File: config.mk
export PLATFORM = sky130hd
export DESIGN_NAME = router_fifo
export DESIGN_NICKNAME = d
export VERILOG_FILES = /design/src/rtl/router_fifo.sv
export SDC_FILE = /design/constraint.sdc
export NUM_CORES = 1
export LEC_CHECK = 0
export CAP_MARGIN = 5
export CORE_ASPECT_RATIO = 0.7
export CORE_UTILIZATION = 64
export CTS_BUF_LIST = sky130_fd_sc_hd__clkbuf_8
export CTS_CLUSTER_DIAMETER = 100
export DETAILED_ROUTE_END_ITERATION = 8
export GPL_ROUTABILITY_DRIVEN = 0
export PLACE_DENSITY = 0.9
export SYNTH_ARGS = -nofsm -noshare
export SYNTH_HDL_FRONTEND = slang
export SYNTH_SLANG_ARGS = --single-unit
File: constraint.sdc
create_clock -name router_clock -period 3.29 [get_ports router_clock]
set_input_delay 0.658 -clock router_clock [delete_from_list [all_inputs] [get_ports router_clock]]
set_output_delay 0.658 -clock router_clock [all_outputs]
set_load 0.05 [all_outputs]
File: src/rtl/router_fifo.sv
// router_fifo: per-port output FIFO of the packet router.
// Each entry holds a header flag and a data byte. A packet counter, loaded
// from the header length field, controls whether data_out holds or clears
// while no read is taking place.
// Optional build macro ROUTER_FIFO_ERR_EN adds the sticky outputs ovf_err
// and udf_err. Without the macro, requests that cannot be honoured are
// dropped silently.
module router_fifo #(
  parameter int unsigned DEPTH = 16,
  parameter int unsigned WIDTH = 8
) (
  input  logic             router_clock,
  input  logic             resetn,
  input  logic             soft_reset,
  input  logic             write_enb,
  input  logic             lfd_state,
  input  logic [WIDTH-1:0] data_in,
  input  logic             read_enb,
  output logic [WIDTH-1:0] data_out,
  output logic             full,
  output logic             empty
`ifdef ROUTER_FIFO_ERR_EN
  ,
  output logic             ovf_err,
  output logic             udf_err
`endif
);

  localparam int unsigned AW = $clog2(DEPTH);
  localparam int unsigned PW = AW + 1;
  localparam int unsigned CW = 6;
  localparam int unsigned EW = WIDTH + 1;

  logic [PW-1:0]    wr_ptr_q, wr_ptr_d;
  logic [PW-1:0]    rd_ptr_q, rd_ptr_d;
  logic [CW-1:0]    cnt_q, cnt_d;
  logic [WIDTH-1:0] dout_q, dout_d;
  logic [EW-1:0]    mem_q [DEPTH];

  logic             wr_fire;
  logic             rd_fire;
  logic [EW-1:0]    rd_entry;

  // Occupancy flags are derived from the current pointers.
  always_comb begin
    empty = (wr_ptr_q == rd_ptr_q);
    full  = (wr_ptr_q[AW-1:0] == rd_ptr_q[AW-1:0]) &&
            (wr_ptr_q[AW] != rd_ptr_q[AW]);
  end

  // A flush discards the requests of the same cycle.
  always_comb begin
    wr_fire  = write_enb && !full && !soft_reset;
    rd_fire  = read_enb && !empty && !soft_reset;
    rd_entry = mem_q[rd_ptr_q[AW-1:0]];
  end

  // Next state for the pointers, the packet counter and the read data.
  always_comb begin
    wr_ptr_d = wr_ptr_q;
    rd_ptr_d = rd_ptr_q;
    cnt_d    = cnt_q;
    dout_d   = dout_q;
    if (soft_reset) begin
      wr_ptr_d = '0;
      rd_ptr_d = '0;
      cnt_d    = '0;
      dout_d   = '0;
    end else begin
      if (wr_fire) begin
        wr_ptr_d = wr_ptr_q + PW'(1);
      end
      if (rd_fire) begin
        rd_ptr_d = rd_ptr_q + PW'(1);
        dout_d   = rd_entry[WIDTH-1:0];
        if (rd_entry[WIDTH]) begin
          // Header length field plus one byte for the trailing parity.
          cnt_d = CW'(rd_entry[WIDTH-1 -: CW]) + CW'(1);
        end else if (cnt_q != '0) begin
          cnt_d = cnt_q - CW'(1);
        end
      end else if (cnt_q == '0) begin
        dout_d = '0;
      end
    end
  end

  // State registers with synchronous active-low reset.
  always_ff @(posedge router_clock) begin
    if (!resetn) begin
      wr_ptr_q <= '0;
      rd_ptr_q <= '0;
      cnt_q    <= '0;
      dout_q   <= '0;
    end else begin
      wr_ptr_q <= wr_ptr_d;
      rd_ptr_q <= rd_ptr_d;
      cnt_q    <= cnt_d;
      dout_q   <= dout_d;
    end
  end

  // Storage array. A hard reset clears every entry; a flush leaves the entries as they are.
  always_ff @(posedge router_clock) begin
    if (!resetn) begin
      for (int i = 0; i < int'(DEPTH); i++) begin
        mem_q[i] <= '0;
      end
    end else if (wr_fire) begin
      mem_q[wr_ptr_q[AW-1:0]] <= {lfd_state, data_in};
    end
  end

  assign data_out = dout_q;

`ifdef ROUTER_FIFO_ERR_EN
  logic ovf_q, ovf_d;
  logic udf_q, udf_d;

  // Sticky error flags for requests made against a full or empty FIFO.
  always_comb begin
    ovf_d = ovf_q;
    udf_d = udf_q;
    if (soft_reset) begin
      ovf_d = 1'b0;
      udf_d = 1'b0;
    end else begin
      if (write_enb && full) begin
        ovf_d = 1'b1;
      end
      if (read_enb && empty) begin
        udf_d = 1'b1;
      end
    end
  end

  // Error flag registers.
  always_ff @(posedge router_clock) begin
    if (!resetn) begin
      ovf_q <= 1'b0;
      udf_q <= 1'b0;
    end else begin
      ovf_q <= ovf_d;
      udf_q <= udf_d;
    end
  end

  assign ovf_err = ovf_q;
  assign udf_err = udf_q;
`endif

endmodule
Word-level counts from Yosys, hierarchy flattened
Memories as Yosys holds them, arrays and structs flattened. A register that Yosys moved wholly into a read port is not among the register bits.
Cells that the tools add are included.
W data, S select, Z words.
{"block": "word_totals", "mem_count": 1, "ram_bits": 144, "input_bits": 14, "reg_bits": 24, "out_inout_bits": 10, "wordCells": 41}
{"block": "classes", "eq_ne": 3, "n_bitwise": 1, "n_reduce_logical": 15, "n_addsub": 4, "muxes": 13}
{"memory": "mem_q", "depth": 16, "width": 9, "rd": 1, "rd_ports_with_merged_regs": 1, "write_ports": 16, "line": "38", "rtl": "logic [EW-1:0] mem_q [DEPTH];"}
{"op": "$mux W8", "n": 2}
{"op": "$mux W4", "n": 3}
{"op": "$mux W6", "n": 2}
{"op": "$add A5 B1 Y5 const B", "n": 2}
{"op": "$mux W9", "n": 1}
{"op": "$reduce_or A9 Y1", "n": 1}
{"op": "$add A6 B1 Y6 const B", "n": 1}
{"op": "$logic_not A6 Y1", "n": 1}
{"op": "$reduce_bool A6 Y1", "n": 1}
{"op": "$sub A6 B1 Y6 const B", "n": 1}
{"op": "$eq A5 B5 Y1", "n": 1}
{"op": "$logic_and A1 B1 Y1", "n": 5}
{"op": "$mux W1", "n": 5}
{"op": "$eq A4 B4 Y1", "n": 1}
{"op": "$reduce_bool A2 Y1", "n": 2}
{"op": "$logic_not A1 Y1", "n": 3}
{"op": "$reduce_and A2 Y1", "n": 1}
{"op": "$reduce_or A2 Y1", "n": 1}
{"op": "$ne A1 B1 Y1", "n": 1}
{"op": "$not A1 Y1", "n": 1}

Logic depth before layout (Yosys ltp)
{"block": "depth", "word_depth": 10, "mapped_depth": 10, "ltp_nobuf": 8}

Worst setup path before layout
No wires, ideal clock.
{"block": "synth_path", "path_type": "reg-to-reg", "start": "register with a tool-made name", "end": "register cnt_q[4]", "synth_period_minus_slack_ns": 2.562, "required_time_ns": 3.216, "setup_ns": 0.074, "path_buffers": 3, "path_slack_ns": 0.728, "arrival_ns": 2.488, "path_stages_with_launch": 10, "cell_sequence": "dfxtp_1 buf_2 buf_2 buf_2 mux4_2 a22oi_1 nand2_1 ha_1 a211o_1 a31oi_1"}
{"element": "end signal, assigned", "line": "98", "rtl": "cnt_q <= cnt_d;"}
{"element": "end, declared", "line": "36", "rtl": "logic [CW-1:0] cnt_q, cnt_d;"}

Final worst setup path
{"block": "layout_path", "start": "register wr_ptr_q[2]", "end": "output port full"}
{"block": "layout_via", "elab_chain_len": 2}
{"element": "start, declared", "line": "34", "rtl": "logic [PW-1:0] wr_ptr_q, wr_ptr_d;"}
{"element": "start signal, assigned", "line": "96", "rtl": "wr_ptr_q <= wr_ptr_d;"}
{"element": "$eq A4 B4 Y1", "line": "47", "rtl": "full = (wr_ptr_q[AW-1:0] == rd_ptr_q[AW-1:0]) &&"}
{"element": "$logic_and A1 B1 Y1", "line": "47"}
{"element": "end, declared", "line": "20", "rtl": "output logic full,"}
No other way between the ends.

==> results.md <==
* Status: completed
* Hpwl dp at 12.4 mm
* Most frequent cells in the layout: 147 x and2_1, 144 x edfxtp_1, 39 x mux4_2
* Vias in the first global route at between 4,000 and 5,000
* Switching Share at 20.8%
* Yosys cell types at 39
* TNS Setup at 0 ns
* Unrepaired setup endpoints after global routing: false
* Inserted Diodes at 0
* Crit path launch type: flip-flop
* CTS clk-pin slew, worst paths at about 0.09 ns
* Core area at 11,900 sq um
* Number of synthesized flops with an enable pin at 144
* Depth of the CTS H-tree at 4
* Asr flop ratio synth at 0%
* Sequential-to-total area share from yosys stat at between 60% and 70%
* Drt wl/cell at 23.7 microns
* Commonest non-fill, non-tap cell in the layout: and2_1
* CTS tree: done
* Post-Syn Instances at around 580
* Total gr overflow at 0
* Routed WL at approximately 19 mm
* Hold/Removal Path Class: reg -> reg
* Worst R2R End: cnt_q[5]
* Max-slew headroom at 35.9%
* Layout cells sized above 1 at 15.3%
* Final Max Tran Viols at 0
* Min Tclk post-route at approximately 3.1 ns
* P_leak at 3.19 nW
* Worst Hold Depth at 2
* Hold wc startpoint: data_out[2]
* Clk_lat worst skew at 0.46 ns
* CP endpoint kind: output port
* Top fanout value on the critical path at 11
* IO Port Bufs at 23
* Die Wd at 135 microns
* Crit-path max cell delay at between 0.8 and 0.9 ns
* Largest net degree at the start of global routing at 34
* Syn nets at ~600
* Pre-CTS setup slack at 0.342 ns
* CP top delay family: buffers and inverters
* Synth Flop Type: edfxtp_1
* CP required at 2.63 ns
* Global-route wire length before repair at 28.7 mm
* Initial Utilization at 66.8%
* CTS Buf Count at 17
* First-iteration detailed-routing DRC count at 625
* Vias per cell at between 6 and 7
* P_sw at around 0.95 mW
* Vias after detailed routing at 5,123
* Syn_area_per_cell at 13.8 sq um
* Die area at 12,900 sq um
* CP arrival at 2.47 ns
* CP max stage cell: clkdlybuf4s50_1
* Setup slack after layout at 0.165 ns
* Clk pwr share at 40.9%
* Flop-to-flop setup slack at 0.37 ns
* Crit Path Category: reg -> out
* Seq pwr share at 53.7%
* # hold bufs at CTS at 0
* Crit path depth at 4
* Layout area overhead at 12.8%
* Top Ports at 24
* Cell area after synthesis at 7940 sq um
* Initial antenna violation count at 1
* VDD IR max at 395 uV
* Pre-antenna DRT Iters at 5
* Fmax at around 320 MHz
* Final Hold Viols at 0
* Post-CTS Setup Repair Bufs at 0
* DRC viols at 0
* Root Driver: clkbuf_8
* Max clock buf depth at 2
* Total power draw at 4.55 mW
* Final setup fails at 0
* Number of synthesized register bits at 172
* Cell Int Power at roughly 3.6 mW
* YS warnings at 0
* WHS Endpoint: data_out[2]
* Worst reg2reg path depth at 6
* Skew final at 0.0101 ns
* Final Util at about 75%
* Fin crit share at 95.0%
* CTS sink count at approximately 170
* Max_cap viols at 0
* Total GRT Usage at 31.9%
* Power density cells at 508 nW/um^2
* Gate power share at about 5.4%
* Row count at 33
* ANT nets after route at 0
* Worst Path Buf+Inv at 1
* Final nets at 637
* Height of the die at around 95 microns
* CP cell instances: xnor2_1 -> nand4_1 -> nor2_1 -> clkdlybuf4s50_1
* Least-Margin Pin Slew at 0.962 ns
[cell usage after synthesis (2+ instances only)]
library cell  number  area share [%]
a21oi_1           14            0.88
a221oi_1           2            0.22
a22oi_1            9            0.85
a31oi_1            3            0.24
and2_1           147              12
and3_1             2            0.16
buf_2              5            0.32
buf_6              2            0.28
clkbuf_1          21            0.99
dfxtp_1           28             7.1
edfxtp_1         144              54
ha_1               8             1.3
inv_1              4            0.19
mux2i_1            3            0.38
mux4_2            39              11
nand2_1           22             1.0
nand2b_1           9            0.71
nand3_1           14            0.88
nand4_1            5            0.39
nor2_1            33             1.6
nor2b_1            4            0.32
nor3_1             7            0.44
o21ai_0           19             1.2
or4_1              2            0.19
xnor2_1            8            0.88
xor2_1             8            0.88
[how the worst max path moves through the flow]
stage / start / to / slack, ns
6_report: wr_ptr_q[2] / full / 0.17
5_1_grt: wr_ptr_q[2] / full / 0.02
4_1_cts: wr_ptr_q[2] / empty / 0.17
3_5_place_dp: soft_reset / mem_q[0][5] / 0.34
3_3_place_gp: resetn / mem_q[0][6] / 0.48
2_1_floorplan: flip-flop / cnt_q[4] / 0.73
[registers in the layout, indices dropped and copies added (netlist names), named ones only]
| signal | count |
|---|---|
| mem_q | 144 |
| rd_ptr_q | 5 |
| wr_ptr_q | 5 |
| cnt_q | 6 |
| data_out | 8 |
[layer usage]
| layer | routed length (microns) | track usage (%) | part of all wire [%] |
|---|---|---|---|
| met5 | 0 | 0 | 0 |
| met4 | 542 | 13.3 | 2.9 |
| met3 | 1990 | 7.44 | 11 |
| met2 | 8840 | 49.8 | 47 |
| met1 | 7240 | 43.7 | 39 |
[layout make-up]
cell class | instances | area (sq um)
fillers | 701 | 2930
well taps | 157 | 196
multi-input cells | 371 | 2910
flip-flops and latches | 172 | 4890
inverters | 4 | 15.0
repair buffers | 49 | 440
clock inverters | 13 | 245
clock buffers | 19 | 262
[worst min-delay path: stages, from the launching register on]
cell	delay [ns]
dfxtp_1	0.32
nand3_1	0.06
a21oi_1	0.06
[cell families (layout without fill, tap and decap cells)]
kind of cell / count (synthesis) / count (layout) / share of synthesized area [%]
AOI/OAI and AO/OA: 56 / 56 / 4.35
xor gates and xnor gates: 16 / 16 / 1.76
adders and majority gates: 8 / 8 / 1.26
buffers and inverters: 32 / 85 / 1.78
DFF: 172 / 172 / 61.5
muxes: 43 / 43 / 11.8
and+or+nand+nor: 248 / 248 / 17.6
[through the flow]
step / instances / hold WS [ns] / cell area [sq um]
2_1_floorplan: 575 / 0.510 / 7940
3_3_place_gp: 753 / 0.456 / 8450
3_5_place_dp: 753 / 0.467 / 8450
4_1_cts: 785 / 0.480 / 8960
5_1_grt: 785 / 0.501 / 8960
6_report: 785 / 0.474 / 8960
[power by group through the flow]
stage / sequential, mW / clock [mW] / combinational, mW
after floorplan: 2.48 / 0 / 0.141
after global placement: 2.49 / 0 / 0.229
after detailed placement: 2.49 / 0 / 0.240
after CTS: 2.44 / 1.87 / 0.243
after global routing: 2.45 / 1.95 / 0.259
final: 2.44 / 1.86 / 0.246
[what timing repair did]
action	4_1_cts	5_1_grt
endpoints found under the setup margin	0	1
endpoints found under the hold margin	0	0
resized for setup	0	1
(Power assumes the default switching activity.)
